==> src/rtl/uart_tx_fifo.sv <==
// uart_tx_fifo: buffered UART transmitter.
//   A write strobe pushes data_in into a power-of-two FIFO. A framing FSM
//   (IDLE/START/DATA/PARITY/STOP) drains the FIFO one frame at a time. The
//   frame is a start bit, data_bits data bits sent LSB first, an optional
//   parity bit and stop_bits stop bits. Each bit lasts freq_in/freq_out
//   clock cycles. When the FIFO is not empty, frames follow each other
//   with no idle cycle between them.
// Parameters:
//   freq_in, freq_out  clock and baud rate; the bit period is their integer quotient (>= 2)
//   data_bits          5..9
//   parity             0 none, 1 odd, 2 even
//   stop_bits          1 or 2
//   fifo_depth         power of two, >= 2
// Ports:
//   clock, reset_n          rising-edge clock, synchronous active-low reset
//   data_in, data_coming    write word and write strobe (sampled every edge)
//   clear_overflow          clears the sticky overflow flag
//   uart_out                registered serial line, idle high
//   busy                    FSM not in IDLE
//   empty, full, fifo_count FIFO status
//   overflow                sticky: a write arrived while full and was dropped
module uart_tx_fifo #(
  parameter int freq_in    = 50_000_000,
  parameter int freq_out   = 57_600,
  parameter int data_bits  = 8,
  parameter int parity     = 0,
  parameter int stop_bits  = 1,
  parameter int fifo_depth = 16
) (
  input  logic                              clock,
  input  logic                              reset_n,
  input  logic [data_bits-1:0]              data_in,
  input  logic                              data_coming,
  input  logic                              clear_overflow,
  output logic                              uart_out,
  output logic                              busy,
  output logic                              empty,
  output logic                              full,
  output logic [$clog2(fifo_depth+1)-1:0]   fifo_count,
  output logic                              overflow
);

  localparam int divisor = freq_in / freq_out;
  localparam int cnt_w   = $clog2(divisor);
  localparam int ptr_w   = $clog2(fifo_depth);
  localparam int fc_w    = $clog2(fifo_depth + 1);
  localparam int idx_w   = 4;  // covers data bit index 0..8 and stop index 0..1
  localparam logic [cnt_w-1:0] reload = cnt_w'(divisor - 1);

  // ---------------------------------------------------------------- FIFO
  logic [data_bits-1:0] mem [fifo_depth];
  logic [ptr_w-1:0]     wr_ptr, rd_ptr;
  logic [data_bits-1:0] head;
  logic                 push, pop;

  // full is taken from the registered count. A pop on the same edge
  // therefore never frees a slot for the write that arrives with it.
  assign push  = data_coming && !full;
  assign empty = (fifo_count == '0);
  assign full  = (fifo_count == fc_w'(fifo_depth));
  assign head  = mem[rd_ptr];

  always_ff @(posedge clock) begin
    if (!reset_n) begin
      wr_ptr     <= '0;
      rd_ptr     <= '0;
      fifo_count <= '0;
    end else begin
      if (push) wr_ptr <= wr_ptr + 1'b1;
      if (pop)  rd_ptr <= rd_ptr + 1'b1;
      case ({push, pop})
        2'b10:   fifo_count <= fifo_count + 1'b1;
        2'b01:   fifo_count <= fifo_count - 1'b1;
        default: fifo_count <= fifo_count;
      endcase
    end
  end

  // Storage is not reset; the pointers define which entries are valid.
  always_ff @(posedge clock) begin
    if (reset_n && push) mem[wr_ptr] <= data_in;
  end

  // A dropped write sets the flag. Setting wins over clearing on the same edge.
  always_ff @(posedge clock) begin
    if (!reset_n)                 overflow <= 1'b0;
    else if (data_coming && full) overflow <= 1'b1;
    else if (clear_overflow)      overflow <= 1'b0;
  end

  // ---------------------------------------------------------------- framer
  typedef enum logic [2:0] {IDLE, START, DATA, PARITY, STOP} state_t;

  state_t               state, state_next;
  logic [cnt_w-1:0]     bit_cnt, bit_cnt_next;
  logic [idx_w-1:0]     bit_idx, bit_idx_next;
  logic [data_bits-1:0] shreg, shreg_next;
  logic                 par_q, par_next, par_head;
  logic                 uart_next;
  logic                 bit_end, last_data, last_stop;

  assign bit_end   = (bit_cnt == '0);
  assign last_data = (bit_idx == idx_w'(data_bits - 1));
  assign last_stop = (bit_idx == idx_w'(stop_bits - 1));
  // The parity bit is computed when the word is loaded, before any shifting.
  assign par_head  = (parity == 1) ? ~^head : ^head;
  assign busy      = (state != IDLE);

  // State register. It also holds the framing datapath.
  always_ff @(posedge clock) begin
    if (!reset_n) begin
      state    <= IDLE;
      uart_out <= 1'b1;
      bit_cnt  <= reload;
      bit_idx  <= '0;
      shreg    <= '0;
      par_q    <= 1'b0;
    end else begin
      state    <= state_next;
      uart_out <= uart_next;
      bit_cnt  <= bit_cnt_next;
      bit_idx  <= bit_idx_next;
      shreg    <= shreg_next;
      par_q    <= par_next;
    end
  end

  // Next state
  always_comb begin
    state_next = state;
    case (state)
      IDLE:    if (!empty) state_next = START;
      START:   if (bit_end) state_next = DATA;
      DATA:    if (bit_end && last_data) state_next = (parity != 0) ? PARITY : STOP;
      PARITY:  if (bit_end) state_next = STOP;
      STOP:    if (bit_end && last_stop) state_next = empty ? IDLE : START;
      default: state_next = IDLE;
    endcase
  end

  // Outputs. uart_next is the line level for the bit that the next state
  // drives. The line is registered, so it never glitches.
  always_comb begin
    pop          = 1'b0;
    uart_next    = uart_out;
    bit_cnt_next = bit_end ? reload : bit_cnt - 1'b1;
    bit_idx_next = bit_idx;
    shreg_next   = shreg;
    par_next     = par_q;
    case (state)
      IDLE: begin
        bit_cnt_next = reload;
        if (!empty) begin
          pop        = 1'b1;
          uart_next  = 1'b0;
          shreg_next = head;
          par_next   = par_head;
        end
      end
      START: begin
        if (bit_end) begin
          uart_next    = shreg[0];
          bit_idx_next = '0;
        end
      end
      DATA: begin
        if (bit_end) begin
          if (last_data) begin
            bit_idx_next = '0;
            uart_next    = (parity != 0) ? par_q : 1'b1;
          end else begin
            bit_idx_next = bit_idx + 1'b1;
            uart_next    = shreg[1];
            shreg_next   = shreg >> 1;
          end
        end
      end
      PARITY: begin
        if (bit_end) begin
          uart_next    = 1'b1;
          bit_idx_next = '0;
        end
      end
      STOP: begin
        if (bit_end) begin
          if (last_stop) begin
            uart_next = 1'b1;
            // Back-to-back frame: the next start bit begins on this edge.
            if (!empty) begin
              pop        = 1'b1;
              uart_next  = 1'b0;
              shreg_next = head;
              par_next   = par_head;
            end
          end else begin
            bit_idx_next = bit_idx + 1'b1;
          end
        end
      end
      default: begin
        uart_next = 1'b1;
      end
    endcase
  end

endmodule

==> config.mk <==
export PLATFORM = sky130hd
export DESIGN_NAME = uart_tx_fifo
export DESIGN_NICKNAME = d
export VERILOG_FILES = /design/src/rtl/uart_tx_fifo.sv
export SDC_FILE = /design/constraint.sdc
export NUM_CORES = 1
export LEC_CHECK = 0
export ABC_AREA = 1
export CAP_MARGIN = 40
export CORE_MARGIN = 4
export CORE_UTILIZATION = 23
export DETAILED_ROUTE_END_ITERATION = 7
export SLEW_MARGIN = 10
export SYNTH_ARGS = -nofsm -noshare
export SYNTH_HDL_FRONTEND = slang
export SYNTH_SLANG_ARGS = --single-unit
==> constraint.sdc <==
create_clock -name clock -period 2.3 [get_ports clock]
set_input_delay 0.345 -clock clock [delete_from_list [all_inputs] [get_ports clock]]
set_output_delay 0.345 -clock clock [all_outputs]
set_load 0.01 [all_outputs]
After elaboration in Yosys (flattened, before gate mapping). Memories as Yosys holds them, arrays and structs flattened. A register that Yosys moved wholly into a read port is not among the register bits. Index checks and enable logic that the tools add are counted.

Input port bits: 12. Word-level logic and storage cells: 96. Bits in registers: 40. Output and inout port bits: 10. Memories kept: 1. Memory bits (writable): 128.

Reductions and logical operators: 21. Mux-type cells: 39. Bitwise operators: 1. Add/sub/neg operators: 6. Eq/ne operators: 19.

Memories: mem (depth 16, width 8, rd ports 1, clocked after memory_dff 1, wr ports 1, RTL line 51) `logic [data_bits-1:0] mem [fifo_depth];`.

Operators by type and width (number): $mux W8 (5); $mux W4 (7); $pmux W8 S3 (1); $ne A2 B2 Y1 const B (10); $mux W1 (16); $mux W3 (5); $pmux W3 S5 (1); $reduce_and A5 Y1 (3); $add A4 B1 Y4 const B (3); $pmux W4 S3 (1); $logic_not A10 Y1 (1); $pmux W5 S2 (1); $sub A10 B1 Y10 const B (1); $reduce_bool A3 Y1 (3); $eq A3 B2 Y1 const B (2); $reduce_and A6 Y1 (1); $add A5 B1 Y5 const B (1); $eq A5 B5 Y1 const B (1); $logic_and A1 B1 Y1 (5); $logic_not A5 Y1 (1); $pmux W1 S5 (1); $sub A5 B1 Y5 const B (1); $eq A4 B3 Y1 const B (1); $logic_not A4 Y1 (1); 12 further kinds (13).

Depth between registers and ports, before layout. Gate-level depths: netlist of run 1.

Depth in word-level cells: 7. Gate-level depth with buffers: 21. Depth with buffers taken out: 20.

Least setup slack after synthesis of run 1. Ideal clock, no wire load.

Path type: flip-flop to flip-flop. From: register bit_cnt[0]. To: register fifo_count[2]. Clock period less this slack: 2400 ps. Buffers on the path: 1. Path slack: -100 ps. Data required time: 2185 ps. Arrival: 2285 ps. Library setup time: 115 ps. Cell stages (with the launch flop): 19. Path through: dfxtp_1 -> inv_1 -> ha_1 -> nand2_1 -> nor2_1 -> nand3_2 -> nand2_1 -> nand2_2 -> inv_1 -> ha_1 -> clkbuf_1 -> xnor2_1 -> inv_1 -> ha_1 -> inv_1 -> nand2_1 -> xor2_1 -> o21ai_0 -> inv_1.

Cells in the longest elaborated chain, start to end: 5. Elaborated cells on any way between the ends: 7. Those cells by class: 2 x eq/ne; 3 x mux; 2 x reduce/logical.

RTL lines: start, declared (RTL line 95) `logic [cnt_w-1:0] bit_cnt, bit_cnt_next;`; start signal, assigned (RTL line 114) `bit_cnt <= reload;`; start signal, assigned (RTL line 121) `bit_cnt <= bit_cnt_next;`; $logic_not A10 Y1 (*) (RTL line 102) `assign bit_end = (bit_cnt == '0);`; $mux W1 (*) (RTL line 185) `if (bit_end) begin`; $pmux W1 S2 (*) (RTL line 150) `case (state)`; net pop (RTL line 54) `logic push, pop;`; $eq A2 B1 Y1 / $eq A2 B2 Y1 (equally long branches) (RTL line 71) `case ({push, pop})`; $pmux W5 S2 / $reduce_bool A2 Y1 (equally long branches); end signal, assigned (RTL line 72) `2'b10: fifo_count <= fifo_count + 1'b1;`; end signal, assigned (RTL line 73) `2'b01: fifo_count <= fifo_count - 1'b1;`; end signal, assigned (RTL line 74) `default: fifo_count <= fifo_count;`; end, declared (RTL line 39) `output logic [$clog2(fifo_depth+1)-1:0] fifo_count,`.

Mark *: on every way through the listed nets, which the timed path passes. The rest lies on a longest branch. A chain may end at the register's enable or synchronous reset.

Worst setup path in the final report of run 1.
From: register bit_cnt[0]. To: register fifo_count[4].

Same word-level chain as after synthesis.

==> results of run 1 <==
cell usage in the layout, fill, tap and decap left out, types with 4 or more instances in the layout:
master / n
a21oi_1: 56
buf_4: 38
clkbuf_16: 17
clkdlybuf4s50_1: 20
clkinv_1: 4
dfxtp_1: 41
edfxtp_1: 128
ha_1: 10
inv_1: 95
inv_2: 12
inv_6: 4
inv_8: 5
mux2i_1: 10
nand2_1: 77
nand2_2: 6
nand3_1: 54
nand4_1: 5
nor2_1: 40
nor2_2: 8
nor3_1: 5
o211ai_1: 35
o21ai_0: 54
o21ai_1: 5
xor2_1: 5
synthesized netlist by cell type (all sizes together) (5+ instances only):
cell,number,share of area [%]
nand2,84,4.4
xor2,5,0.58
o21ai,61,4.3
clkbuf,11,0.55
ha,11,1.8
nand4,5,0.42
buf,17,1.1
dfxtp,44,12
a21oi,57,3.9
nor3,6,0.55
nand3,56,3.9
inv,109,5.5
mux2i,10,1.3
edfxtp,128,51
o211ai,35,3.5
nor2,52,3.3
worst max-delay path, delay by kind of cell, from the launching register on:
kind / cells / cell delay [ps]
adders and majority gates: 2 / 350
and+or+nand+nor: 12 / 920
buffers and inverters: 4 / 310
AOI/OAI and AO/OA: 1 / 110
DFF: 1 / 330
stage by stage:
stage	TNS [ps]	utilization [%]	instances	hold WS [ps]
after detailed placement	0	26.57	1179	450.9
after floorplan	0	-	712	399.8
after global routing	-27.71	28.61	1213	481.3
after global placement	0	26.57	1179	452.5
after CTS	0	28.45	1211	464.8
final	0	28.61	1213	459.8
cell type report:
class	count	area share, %
clock buffer	17	4.663
clock inverter	15	1.934
inverter	112	4.677
multi-input combinational	400	24.78
sequential	172	51.86
tap	435	5.966
timing repair buffer	62	6.117
worst max path at each step:
stage	from	endpoint	slack [ps]	cells after the start
after floorplan	bit_cnt[0]	fifo_count[2]	10	18
after global placement	bit_idx[0]	fifo_count[4]	130	20
final	bit_cnt[0]	fifo_count[4]	190	19
after CTS	bit_idx[0]	fifo_count[4]	30	19
after global routing	bit_cnt[0]	fifo_count[4]	-30	20
after detailed placement	bit_cnt[1]	fifo_count[4]	50	20
state kept, by name, summed over array words and instances, names as in the netlist, named ones only:
signal and count:
rd_ptr 4, bit_cnt 10, shreg 8, wr_ptr 4
state 3, fifo_count 5, overflow 1, bit_idx 4
mem 128, uart_out 1
power by group through the flow:
| stage | clock network (mW) | registers [mW] | logic, mW |
|---|---|---|---|
| 2_1_floorplan | 0 | 3.74 | 2.27 |
| 3_3_place_gp | 0 | 3.85 | 3.18 |
| 3_5_place_dp | 0 | 3.85 | 3.22 |
| 4_1_cts | 2.99 | 3.78 | 3.23 |
| 5_1_grt | 3.13 | 3.83 | 3.76 |
| 6_report | 2.92 | 3.79 | 3.31 |
per-layer routing:
layer  routed length [microns]  track usage, %  vias to the layer above
met5                         0               0                        -
met4                       260           2.915                        0
met3                       684           2.075                       15
met2                      7847           15.51                       85
met1                      7548           12.05                     2424
li1                          -               -                     2568
timing repair:
item	CTS	global route
buffers inserted	0	2
endpoints found under the setup margin	0	5
endpoints found under the hold margin	0	0
gates resized for setup	0	13
cells by family after synthesis:
family	count (synthesis)	share of synthesized area, %
and+or+nand+nor	208	12.96
DFF	172	62.98
AOI/OAI and AO/OA	163	12.61
buffers and inverters	140	7.355
adders and majority gates	11	1.835
muxes	10	1.334
xor gates and xnor gates	8	0.9340
==> run_results.csv, run 1 <==
group,metric,value,unit
critical_path,critPathMaxFanout,4,
clock_tree,cts_buffers,17,
timing,rsz0062_at_grt,"yes",
die,initial_core_util,23.53,%
timing,setup_ws,194.1,ps
critical_path,rr_endpoint,"fifo_count[4]",
clock_tree,clk_path_buf_depth,2,
min_path,hold_depth,1,
pwr,combinationalPowerShare,33.1,%
critical_path,crit_chain,"inv_1 -> ha_1 -> nand2_1 -> nor2_4 -> nand3_2 -> nand2_2 -> nand2_2 -> inv_2 -> ha_4 -> buf_4 -> nand2_1 -> inv_1 -> nor3_1 -> nand2_1 -> nand2_1 -> nand2_1 -> nand2_1 -> nand2_1 -> a21oi_1",
finish,synthToLayoutAreaGrowth,21.60,%
clock_tree,clk_pin_slew,70,ps
timing,hold_viol_final,0,
global_route,grt_pass1_vias,4933,
critical_path,r2r_cells,19,
die,ios,22,
global_route,grt_overflow,0,
place,place.gp.congestion,0.7914,
finish,diodes,0,
global_route,antenna_found_initial,0,
route,firstDrtPassIters,5,
place,hpwl,10920,microns
critical_path,cpPeakStageDelay,330,ps
place,port_buffers,21,
pwr,switchingPower,3.495,mW
critical_path,reg2reg_slack,190,ps
route,drtAntennaViolNets,0,
synth,synth_seq_cells,172,
route,finalWirelength,16340,microns
synth,synth_edf_count,128,
timing,layout_min_cycle_time,2106,ps
timing,fin_crit_sh,91.56,%
die,fp.dieW,188.6,microns
pwr,internal_power,6.530,mW
route,drc,0,
pwr,ir_drop,631.5,uV
die,core-area,31880,sq um
clock_tree,cts-htree-levels,4,
synth,ys_types,43,
pwr,clkPwrFrac,29.2,%
pwr,total_power,10.03,mW
critical_path,r2r-start,"bit_cnt[0]",
clock_tree,clockRootBuffer,"clkbuf_16",
timing,skew,7.680,ps
min_path,hold_start,"uart_out",
critical_path,endpoint_kind,"register",
global_route,grtUsageTotal,9.294,%
finish,design_area,9123,sq um
timing,fmaxAchievable,474.9,MHz
timing,tightest_slew,719.2,ps
route,wire_per_inst,13.47,microns
finish,regArea,4731,sq um
synth,synth_cells,712,
global_route,grt_pass1_wl,26410,microns
place,place_ws,51.17,ps
synth,synth_fp_nets,735,
place,placed_area,8469,sq um
synth,async_reset_ff_share,0,%
pwr,power_leakage,3.374,nW
synth,syn_area_per_cell,10.54,sq um
finish,drive_gt1_share,15.17,%
synth,synth_ff_type,"edfxtp_1",
finish,fin_nets,788,
finish,fill_cells,3370,
timing,slew_headroom,51.90,%
critical_path,crit_path_frequent_cell,"nand2_1",
pwr,p_per_area,1099,nW/um^2
outcome,status,"finished, final reports clean",
job,drv_cap,0,
pwr,p_seq_share,37.8,%
die,std_cell_rows,65,
clock_tree,clock_sinks,172,
route,vias,5092,
pwr,netSwitchingFraction,34.86,%
synth,yosysWarnings,0,
die,fp.dieH,188.6,microns
clock_tree,hold_buffers,0,
critical_path,critPathLaunchType,"register",
critical_path,cp_data_arrival_time,2460,ps
finish,multi_input_comb_area,2261,sq um
die,die_area,35570,sq um
critical_path,slowest_stage,"dfxtp_1",
route,drt_iter0_markers,333,
clock_tree,cts_tree,"yes",
min_path,hold_path_end,"uart_out",
min_path,hp-class,"reg2reg",
critical_path,crit_type,"reg2reg",
synth,syn-cell-area,7502,sq um
route,viasPerCell,4.198,
global_route,grt_max_degree,46,
timing,finalSetupViolations,0,
synth,synth-seq-area-share,62.98,%
clock_tree,clkLatencyLatePin,420,ps
timing,slew_viol_final,0,
critical_path,required,2660,ps
Note: power is estimated with default switching activity, not from simulation.
==> run 2, diff against run 1 <==
--- a/config.mk
+++ b/config.mk
@@ -6,9 +6,10 @@
 export NUM_CORES = 1
 export LEC_CHECK = 0
 export ABC_AREA = 1
-export CAP_MARGIN = 40
+export CAP_MARGIN = 20
 export CORE_MARGIN = 4
 export CORE_UTILIZATION = 23
+export CTS_BUF_LIST = sky130_fd_sc_hd__clkbuf_4 sky130_fd_sc_hd__clkbuf_8 sky130_fd_sc_hd__clkbuf_16
 export DETAILED_ROUTE_END_ITERATION = 7
 export SLEW_MARGIN = 10
 export SYNTH_ARGS = -nofsm -noshare
==> results of run 2 <==
Same layout as run 1: the final DEF is identical, and so are final timing and power.
